**src/rtl/seq_rx_image_pack_pkg.sv**
```systemverilog
// rtl/seq_rx_image_pack_pkg.sv - shared states and default parameters for the image packer
package parser_pkg;

    typedef enum logic [1:0] {
        ST_IDLE   = 2'd0,
        ST_ACCEPT = 2'd1,
        ST_WRITE  = 2'd2,
        ST_DONE   = 2'd3
    } state_t;

    localparam int DEF_NUM_CH       = 3;
    localparam int DEF_PIX_W        = 8;
    localparam int DEF_PIX_PER_WORD = 4;
    localparam int DEF_ADDR_W       = 14;
    localparam int DEF_DIM_W        = 8;

endpackage

```
**src/rtl/seq_rx_image_pack_if.sv**
```systemverilog
// rtl/seq_rx_image_pack_if.sv - pixel stream in and SRAM write bus out of the image packer
interface seq_rx_image_pack_if #(
    parameter int NUM_CH       = parser_pkg::DEF_NUM_CH,
    parameter int PIX_W        = parser_pkg::DEF_PIX_W,
    parameter int PIX_PER_WORD = parser_pkg::DEF_PIX_PER_WORD,
    parameter int ADDR_W       = parser_pkg::DEF_ADDR_W
) ();

    logic                                   pix_valid;
    logic                                   pix_ready;
    logic [NUM_CH*PIX_W-1:0]                pix_data;
    logic                                   wr_en;
    logic [ADDR_W-1:0]                      wr_addr;
    logic [NUM_CH*PIX_W*PIX_PER_WORD-1:0]   wr_data;

    modport slave (
        input  pix_valid,
        input  pix_data,
        output pix_ready,
        output wr_en,
        output wr_addr,
        output wr_data
    );

    modport master (
        output pix_valid,
        output pix_data,
        input  pix_ready,
        input  wr_en,
        input  wr_addr,
        input  wr_data
    );

endinterface

```
**src/rtl/seq_rx_image_pack_lane.sv**
```systemverilog
// rtl/seq_rx_image_pack_lane.sv - one colour plane's slot buffer; slot order set by SEQ_RX_PACK_LSB_FIRST_EN
module seq_pack_lane
    import parser_pkg::*;
#(
    parameter int PIX_W        = DEF_PIX_W,
    parameter int PIX_PER_WORD = DEF_PIX_PER_WORD,
    parameter int SLOT_W       = 2
) (
    input  logic                          clk,
    input  logic                          rst,
    input  logic                          clr,
    input  logic                          load,
    input  logic [SLOT_W-1:0]             slot,
    input  logic [PIX_W-1:0]              din,
    output logic [PIX_W*PIX_PER_WORD-1:0] word
);

    logic [PIX_PER_WORD-1:0][PIX_W-1:0] buf_q;

    always_ff @(posedge clk) begin
        if (rst || clr) begin
            buf_q <= '0;
        end else if (load) begin
            buf_q[slot] <= din;
        end
    end

    // Unfilled slots stay zero because the buffer is cleared after every write.
    always_comb begin
        word = '0;
        for (int k = 0; k < PIX_PER_WORD; k++) begin
`ifdef SEQ_RX_PACK_LSB_FIRST_EN
            word[k*PIX_W +: PIX_W] = buf_q[k];
`else
            word[(PIX_PER_WORD-1-k)*PIX_W +: PIX_W] = buf_q[k];
`endif
        end
    end

endmodule

```
**src/rtl/seq_rx_image_pack.sv**
```systemverilog
// rtl/seq_rx_image_pack.sv - packs a pixel stream into per-plane SRAM words; slot order via SEQ_RX_PACK_LSB_FIRST_EN
module seq_rx_image_pack
    import parser_pkg::*;
#(
    parameter int NUM_CH       = DEF_NUM_CH,
    parameter int PIX_W        = DEF_PIX_W,
    parameter int PIX_PER_WORD = DEF_PIX_PER_WORD,
    parameter int ADDR_W       = DEF_ADDR_W,
    parameter int DIM_W        = DEF_DIM_W
) (
    input  logic                 clk,
    input  logic                 rst,
    input  logic [DIM_W-1:0]     cfg_width,
    input  logic [DIM_W-1:0]     cfg_height,
    input  logic [ADDR_W-1:0]    cfg_base_addr,
    input  logic                 start,
    input  logic                 abort,
    output logic                 busy,
    output logic                 done,
    output logic [2*DIM_W-1:0]   pix_cnt,
    seq_rx_image_pack_if.slave   bus
);

    localparam int SLOT_W = (PIX_PER_WORD > 1) ? $clog2(PIX_PER_WORD) : 1;
    localparam int WORD_W = PIX_W * PIX_PER_WORD;
    localparam int CNT_W  = 2 * DIM_W;

    state_t                         state_q, state_d;
    logic [SLOT_W-1:0]              slot_q;
    logic [ADDR_W-1:0]              word_idx_q;
    logic [ADDR_W-1:0]              base_q;
    logic [CNT_W-1:0]               total_q;
    logic [CNT_W-1:0]               pix_cnt_q;
    logic [CNT_W-1:0]               total_in;
    logic                           start_ok;
    logic                           accept;
    logic                           last_pix;
    logic                           in_write;
    logic                           buf_clr;
    logic [NUM_CH-1:0][WORD_W-1:0]  lane_word;

    assign total_in  = CNT_W'(cfg_width) * CNT_W'(cfg_height);
    assign start_ok  = (state_q == ST_IDLE) && start;
    // Abort wins over acceptance, so ready is withdrawn in the abort cycle.
    assign bus.pix_ready = (state_q == ST_ACCEPT) && !abort;
    assign accept    = bus.pix_ready && bus.pix_valid;
    assign last_pix  = (slot_q == SLOT_W'(PIX_PER_WORD - 1)) ||
                       ((pix_cnt_q + CNT_W'(1)) == total_q);
    assign in_write  = (state_q == ST_WRITE) && !abort;
    assign buf_clr   = start_ok || (state_q == ST_WRITE);

    always_comb begin
        state_d = state_q;
        case (state_q)
            ST_IDLE: begin
                if (start) begin
                    state_d = (total_in != '0) ? ST_ACCEPT : ST_DONE;
                end
            end
            ST_ACCEPT: begin
                if (abort) begin
                    state_d = ST_IDLE;
                end else if (accept && last_pix) begin
                    state_d = ST_WRITE;
                end
            end
            ST_WRITE: begin
                if (abort) begin
                    state_d = ST_IDLE;
                end else if (pix_cnt_q == total_q) begin
                    state_d = ST_DONE;
                end else begin
                    state_d = ST_ACCEPT;
                end
            end
            ST_DONE: state_d = ST_IDLE;
            default: state_d = ST_IDLE;
        endcase
    end

    always_ff @(posedge clk) begin
        if (rst) begin
            state_q    <= ST_IDLE;
            slot_q     <= '0;
            word_idx_q <= '0;
            pix_cnt_q  <= '0;
            total_q    <= '0;
            base_q     <= '0;
        end else begin
            state_q <= state_d;
            if (start_ok) begin
                total_q    <= total_in;
                base_q     <= cfg_base_addr;
                slot_q     <= '0;
                word_idx_q <= '0;
                pix_cnt_q  <= '0;
            end else if (accept) begin
                slot_q    <= slot_q + SLOT_W'(1);
                pix_cnt_q <= pix_cnt_q + CNT_W'(1);
            end else if (in_write) begin
                slot_q     <= '0;
                word_idx_q <= word_idx_q + ADDR_W'(1);
            end
        end
    end

    for (genvar c = 0; c < NUM_CH; c++) begin : g_lane
        seq_pack_lane #(
            .PIX_W        (PIX_W),
            .PIX_PER_WORD (PIX_PER_WORD),
            .SLOT_W       (SLOT_W)
        ) u_lane (
            .clk  (clk),
            .rst  (rst),
            .clr  (buf_clr),
            .load (accept),
            .slot (slot_q),
            .din  (bus.pix_data[c*PIX_W +: PIX_W]),
            .word (lane_word[c])
        );
    end

    // Address arithmetic wraps naturally at ADDR_W bits.
    always_comb begin
        bus.wr_en   = in_write;
        bus.wr_addr = '0;
        bus.wr_data = '0;
        if (in_write) begin
            bus.wr_addr = base_q + word_idx_q;
            bus.wr_data = lane_word;
        end
    end

    assign busy    = (state_q == ST_ACCEPT) || (state_q == ST_WRITE);
    assign done    = (state_q == ST_DONE);
    assign pix_cnt = pix_cnt_q;

endmodule

```
**src/flat_wrapper.sv**
```systemverilog
// flat-port wrapper written by rule: the top's interface ports become plain ports
module seq_rx_image_pack_flat import parser_pkg::*;
#(
    parameter int NUM_CH       = DEF_NUM_CH,
    parameter int PIX_W        = DEF_PIX_W,
    parameter int PIX_PER_WORD = DEF_PIX_PER_WORD,
    parameter int ADDR_W       = DEF_ADDR_W,
    parameter int DIM_W        = DEF_DIM_W
)
  (clk, rst, cfg_width, cfg_height, cfg_base_addr, start, abort, busy, done, pix_cnt, bus_pix_valid, bus_pix_data, bus_pix_ready, bus_wr_en, bus_wr_addr, bus_wr_data);
  seq_rx_image_pack_if #(.NUM_CH(NUM_CH), .PIX_W(PIX_W), .PIX_PER_WORD(PIX_PER_WORD), .ADDR_W(ADDR_W)) bus_i ();
  input  logic clk;
  input  logic rst;
  input  logic [DIM_W-1:0] cfg_width;
  input  logic [DIM_W-1:0] cfg_height;
  input  logic [ADDR_W-1:0] cfg_base_addr;
  input  logic start;
  input  logic abort;
  output logic busy;
  output logic done;
  output logic [2*DIM_W-1:0] pix_cnt;
  input wire logic [$bits(bus_i.pix_valid)-1:0] bus_pix_valid;
  input wire logic [$bits(bus_i.pix_data)-1:0] bus_pix_data;
  output wire logic [$bits(bus_i.pix_ready)-1:0] bus_pix_ready;
  output wire logic [$bits(bus_i.wr_en)-1:0] bus_wr_en;
  output wire logic [$bits(bus_i.wr_addr)-1:0] bus_wr_addr;
  output wire logic [$bits(bus_i.wr_data)-1:0] bus_wr_data;
  assign bus_i.pix_valid = bus_pix_valid;
  assign bus_i.pix_data = bus_pix_data;
  assign bus_pix_ready = bus_i.pix_ready;
  assign bus_wr_en = bus_i.wr_en;
  assign bus_wr_addr = bus_i.wr_addr;
  assign bus_wr_data = bus_i.wr_data;
  seq_rx_image_pack #(.NUM_CH(NUM_CH), .PIX_W(PIX_W), .PIX_PER_WORD(PIX_PER_WORD), .ADDR_W(ADDR_W), .DIM_W(DIM_W)) u_core (.clk(clk), .rst(rst), .cfg_width(cfg_width), .cfg_height(cfg_height), .cfg_base_addr(cfg_base_addr), .start(start), .abort(abort), .busy(busy), .done(done), .pix_cnt(pix_cnt), .bus(bus_i));
endmodule
```
**config.mk**
```make
export PLATFORM = sky130hd
export DESIGN_NAME = seq_rx_image_pack_flat
export DESIGN_NICKNAME = d
export VERILOG_FILES = /design/src/rtl/seq_rx_image_pack_pkg.sv /design/src/rtl/seq_rx_image_pack_if.sv /design/src/rtl/seq_rx_image_pack_lane.sv /design/src/rtl/seq_rx_image_pack.sv /design/src/flat_wrapper.sv
export SDC_FILE = /design/constraint.sdc
export NUM_CORES = 1
export LEC_CHECK = 0
export BUFFER_PORTS_ARGS = -buffer_cell sky130_fd_sc_hd__buf_2
export CORE_ASPECT_RATIO = 1.1
export CORE_MARGIN = 8
export CORE_UTILIZATION = 46
export CTS_CLUSTER_SIZE = 24
export DETAILED_ROUTE_END_ITERATION = 10
export PLACE_DENSITY = 0.68
export SYNTH_ARGS = -nofsm -noshare
export SYNTH_HDL_FRONTEND = slang
export SYNTH_SLANG_ARGS = --single-unit
```
**constraint.sdc**
```tcl
create_clock -name clk -period 6.6 [get_ports clk]
set_input_delay 1.32 -clock clk [delete_from_list [all_inputs] [get_ports clk]]
set_output_delay 1.32 -clock clk [all_outputs]
set_load 0.05 [all_outputs]
```
## Yosys cells after proc, flatten, opt, wreduce, memory -nomap -nowiden

Cells that the tools add are included.

- Memory bits (writable): 0
- Bits in latches: 0
- Output and inout bits: 130
- Register bits: 160
- Logic and storage cells: 67
- Bits of input ports: 59
- Memories: 0
- Bits in read-only memories: 0

- Add/subtract/negate cells: 4
- Multipliers: 1
- Eq/ne operators: 8
- Reductions and logical operators: 17
- Order comparisons: 2
- Shifts and indexed selects: 0
- Bitwise operators: 1
- Div/mod/pow operators: 0
- Muxes and demuxes: 16

Operators by type and width:

| operator | number |
|---|---|
| $bwmux W32 | 3 |
| $mux W96 | 1 |
| $eq A16 B16 Y1 | 2 |
| $add A16 B1 Y16 const B | 1 |
| $demux W8 S2 | 1 |
| $mul A8 B8 Y16 | 1 |
| $mux W2 | 8 |
| $reduce_bool A16 Y1 | 1 |
| $add A14 B1 Y14 const B | 1 |
| $add A14 B14 Y14 | 1 |
| $mux W14 | 1 |
| $mux W8 | 1 |
| $pmux W2 S4 | 1 |
| $eq A2 B2 Y1 const B | 3 |
| $logic_and A1 B1 Y1 | 6 |
| $logic_or A1 B1 Y1 | 4 |
| $reduce_and A2 Y1 | 2 |
| $lt A2 B3 Y1 const B | 1 |
| $ne A3 B3 Y1 const B | 1 |
| $add A2 B1 Y2 const B | 1 |
| $eq A2 B1 Y1 const B | 1 |
| $ge A2 B1 Y1 const B | 1 |
| $logic_not A2 Y1 | 1 |
| $ne A2 B2 Y1 const B | 1 |
| other kinds (4) | 4 |

## Logic depth before layout (Yosys ltp)

- Word-level depth: 7
- Depth in mapped cells: 18
- Gate-level depth less buffers: 18

## Hierarchy

A second synthesis with hierarchy kept.

- Cells, all modules: 1120
- Area, all modules: 10550.1 um2

By module, submodules not included:

| module | times used | area an instance (um2) | cells an instance | seq. area each (um2) |
|---|---|---|---|---|
| seq_rx_image_pack | 1 | 6308.6 | 754 | 1281.2 |
| seq_pack_lane | 3 | 1413.9 | 122 | 640.6 |

## Least setup slack after synthesis

Ideal clock, no wire load.

- Kind: in2reg
- Start point: input port cfg_height[7]
- End point: register u_core.state_q[1]
- Buffers on the path: 0
- Required time: 6.478 ns
- Arrival time: 5.380 ns
- Path slack: 1.098 ns
- Setup time: 0.122 ns
- Cell stages on the path: 16
- Path through: nand2_1 > fa_1 > fa_1 > inv_1 > fa_1 > inv_1 > fa_1 > inv_1 > ha_1 > a2111oi_0 > a211oi_1 > or3_1 > o2111ai_1 > nor3_1 > a21oi_1 > a211oi_1

- Cells in the longest elaborated chain, start to end: 5

Ends and longest elaborated chain:

| what | RTL line | text |
|---|---|---|
| start: declaration | flat_wrapper.sv:15 | `input logic [DIM_W-1:0] cfg_height;` |
| $mul A8 B8 Y16 | seq_rx_image_pack.sv:42 | `assign total_in = CNT_W'(cfg_width) * CNT_W'(cfg_height);` |
| $reduce_bool A16 Y1 | seq_rx_image_pack.sv:57 | `state_d = (total_in != '0) ? ST_ACCEPT : ST_DONE;` |
| $mux W2 | seq_rx_image_pack.sv:57 |  |
| $mux W2 | seq_rx_image_pack.sv:56 | `if (start) begin` |
| $pmux W2 S4 | seq_rx_image_pack.sv:54 | `case (state_q)` |
| end signal: assignment | seq_rx_image_pack.sv:90 | `state_q <= state_d;` |
| end: declaration | seq_rx_image_pack.sv:28 | `state_t state_q, state_d;` |

No other way between the ends. The select of a mux whose other input is x is not followed.
A chain may end at the register's enable or synchronous reset.

## Final worst setup path

- Start point: input port cfg_width[0]
- End point: register u_core.state_q[1]

- Cells in the longest elaborated chain, start to end: 5

Ends and longest elaborated chain:

| what | RTL line | text |
|---|---|---|
| start: declaration | flat_wrapper.sv:14 | `input logic [DIM_W-1:0] cfg_width;` |
| $mul A8 B8 Y16 | seq_rx_image_pack.sv:42 |  |
| $reduce_bool A16 Y1 | seq_rx_image_pack.sv:57 |  |
| $mux W2 | seq_rx_image_pack.sv:57 |  |
| $mux W2 | seq_rx_image_pack.sv:56 |  |
| $pmux W2 S4 | seq_rx_image_pack.sv:54 |  |

No other way between the ends. The select of a mux whose other input is x is not followed.

==> flow_summary.yaml <==
finish:
  area_growth_syn_to_layout_pct: 17.4
  nets: 1523
  multi_input_area_um2: 6050
  register_area_um2: 3200
  antenna_cells: 0
  final_layout_size_suffix_gt1_frac: 0.173
  final_area_um2: 11400
  fill_cells: 2061
critical_path:
  path_class: "in -> reg"
  r2r_start: "u_core.state_q[1]$_SDFFE_PP0P_"
  cp-end-kind: "flip-flop"
  critPathBufInv: 4
  crit_top_cell: "fa_1"
  crit_family: "adder cells"
  slowest_delay_ns: 0.57
  r2r_setup_slack_ns: 3.32
  arrival_ns: 5.82
  critPathMaxFanout: 8
  r2r-end: "u_core.state_q[0]$_SDFFE_PP0P_"
  startpoint_type: "input port"
  cp.required_ns: 6.90
  rr_worst_depth: 9
  slowest_stage: "a2111oi_0"
  worstPathCellList: "buf_2 > nand2_1 > fa_1 > fa_1 > inv_1 > fa_1 > inv_1 > fa_1 > inv_1 > ha_1 > a2111oi_0 > a211oi_1 > or3_1 > o2111ai_1 > nor3_1 > a21oi_1 > a211oi_1"
sta:
  rsz0062_at_grt: "no"
  finClkSkew_ns: 0.0156
  max_freq_mhz: 181
  period_needed_ns: 5.52
  finalSetupViolCount: 0
  slew_headroom: 0.302
  tns_ns: 0
  setup_slack_ns: 1.08
  tightest_slew_ns: 1.05
  timing_hold_violations_final: 0
  fin_crit_sh: 0.836
  drv_slew: 0
synthesis:
  ys_seq_area_frac: 0.329
  syn_inst: 1217
  async_flop_share: 0
  synth_top_area_share: 0.329
  avgSynthCellArea_um2: 7.99
  ys_warn_count: 0
  synth_flop_cell: "dfxtp_1"
  netlist_area_um2: 9730
  yosysUniqueCellTypes: 58
  yosys_register_bits: 160
  yosysMostFrequentCell: "nand2_1"
  synth_edf_count: 0
  synth_top_area_cell: "dfxtp_1"
  syn_nets: 1373
  synth_common_cells: "nand2_1, dfxtp_1, and2_1"
  synth.area.top_cells: "dfxtp_1, and2_1, nand2_1"
clocking:
  cts_buffers: 17
  cts_setup_buffers: 0
  htreeDepth: 4
  cts.path.max_buffers: 2
  root_buffer: "clkbuf_16"
  cts.sinks: 160
  worstSkewPairLatency_ns: 0.43
  cts_tree: "yes"
  path_clk_slew_ns: 0.06
  hold_buffers: 0
  post_cts_resized: 0
min_path:
  holdCritPathClass: "reg -> reg"
  holdPathStages: 2
  holdPathEnd: "u_core.g_lane[2].u_lane.word[20]$_SDFFE_PP0P_"
  hold_path_startpoint: "u_core.g_lane[2].u_lane.word[20]$_SDFFE_PP0P_"
placement:
  dp_hpwl_mm: 19.4
  io_buffers: 188
  gp_congestion: 0.862
  placed_area_um2: 10800
  pre_cts_slack_ns: 0.628
floorplanning:
  die_h_um: 169
  boundaryPins: 189
  core-area_um2: 21000
  dieArea_um2: 26100
  fp.dieW_um: 155
  start_util: 0.463
  placementRows: 56
power:
  pwr_density_cell_nw_per_um2: 264
  p_leak_nw: 4.97
  peakVddDrop_mv: 0.168
global_route:
  grtUsageTotal: 0.195
  antenna_found_initial: 1
  overflow: 0
  grt_first_pass_wirelength_mm: 41.8
  grt_pass1_vias: 8351
  grt_max_degree: 97
detailed_routing:
  drt_first_pass_iters: 7
  drtIter0Drc: 403
  wire_per_inst_um: 15.6
  finalWirelength_mm: 25.5
  drc_errors: 0
  via_count: 8412
  via_per_inst: 5.13
  ant_nets: 0
job:
  maxCapViolCount: 0
run_status:
  outcome: "finished clean"
-- tightest hold or removal path: cells and delay by family, from the launching register on --
family             cells  cell delay [ns]
AOI/OAI and AO/OA      1             0.05
DFF                    1             0.30
and+or+nand+nor        1             0.05
-- state kept, by name (all words and copies together), names as in the netlist --
| name | flops |
|---|---|
| u_core.word_idx_q | 14 |
| u_core.total_q | 16 |
| u_core.base_q | 14 |
| u_core.slot_q | 2 |
| u_core.state_q | 2 |
| u_core.pix_cnt | 16 |
| u_core.g_lane.u_lane.word | 96 |
-- power by group --
part,internal [W],leakage [nW],switching (W)
registers,0.00102,1.29,0.0000457
logic,0.000350,3.38,0.000572
clock network,0.000614,0.297,0.000417
total,0.00198,4.97,0.00103
-- worst max path at each step --
stage	startpoint	cells past startpoint	slack, ns	end
floorplan	cfg_height[7]	16	1.10	u_core.state_q[1]$_SDFFE_PP0P_
global placement	cfg_height[7]	17	0.69	u_core.state_q[1]$_SDFFE_PP0P_
detailed placement	cfg_height[7]	17	0.63	u_core.state_q[1]$_SDFFE_PP0P_
CTS	cfg_height[7]	17	1.06	u_core.state_q[1]$_SDFFE_PP0P_
global route	cfg_height[7]	17	0.71	u_core.state_q[1]$_SDFFE_PP0P_
finish	cfg_width[0]	17	1.08	u_core.state_q[1]$_SDFFE_PP0P_
-- kinds of logic (layout without fill, tap and decap cells) --
logic type               count (synthesis)  after routing  synth area share
AND/OR/NAND/NOR                        557            557             0.279
buffers and inverters                  125            288            0.0490
XOR/XNOR                                65             65            0.0585
multiplexers                             1              1           0.00103
adder cells (fa/ha/maj)                 97             97             0.153
AO/OA/AOI/OAI                          212            212             0.129
flip-flops                             160            160             0.329
-- cells in the final DEF, fill, tap and decap left out, drive strengths merged, types with 4 or more instances in the layout --
cell,n
buf,194
a21oi,127
fa,37
inv,68
a22o,23
xnor2,32
nor3,13
ha,60
and3,8
nand3,17
nand2b,10
a2111oi,5
nor2,62
nor4,7
a211oi,6
nor2b,5
nand2,247
xor2,33
clkbuf,19
or3,15
or2,4
o21ai,29
nand4,8
and2,151
dfxtp,160
-- area by class of cell --
| class | instances | share of cell area |
|---|---|---|
| clock inverters | 13 | 0.0152 |
| flip-flops and latches | 160 | 0.281 |
| multi-input cells | 932 | 0.530 |
| well taps | 261 | 0.0286 |
| repair buffers | 194 | 0.0864 |
| clock buffers | 19 | 0.0388 |
| inverters | 62 | 0.0204 |
-- per-layer routing --
metal / wire length [um] / up-vias / track usage
met5: 10 / - / 0
met4: 383 / 2 / 0.0529
met3: 1780 / 31 / 0.0525
met2: 12000 / 216 / 0.333
met1: 11300 / 3861 / 0.239
li1: - / 4302 / -
-- metrics by stage --
stage / utilization / std cells / hold WS [ns] / power, W
floorplan: - / 1217 / 0.432 / 0.00178
global placement: 0.514 / 1609 / 0.437 / 0.00199
detailed placement: 0.514 / 1609 / 0.442 / 0.00201
CTS: 0.543 / 1641 / 0.451 / 0.00304
global route: 0.543 / 1641 / 0.465 / 0.00322
finish: 0.543 / 1641 / 0.449 / 0.00302
(Power assumes the default switching activity.)
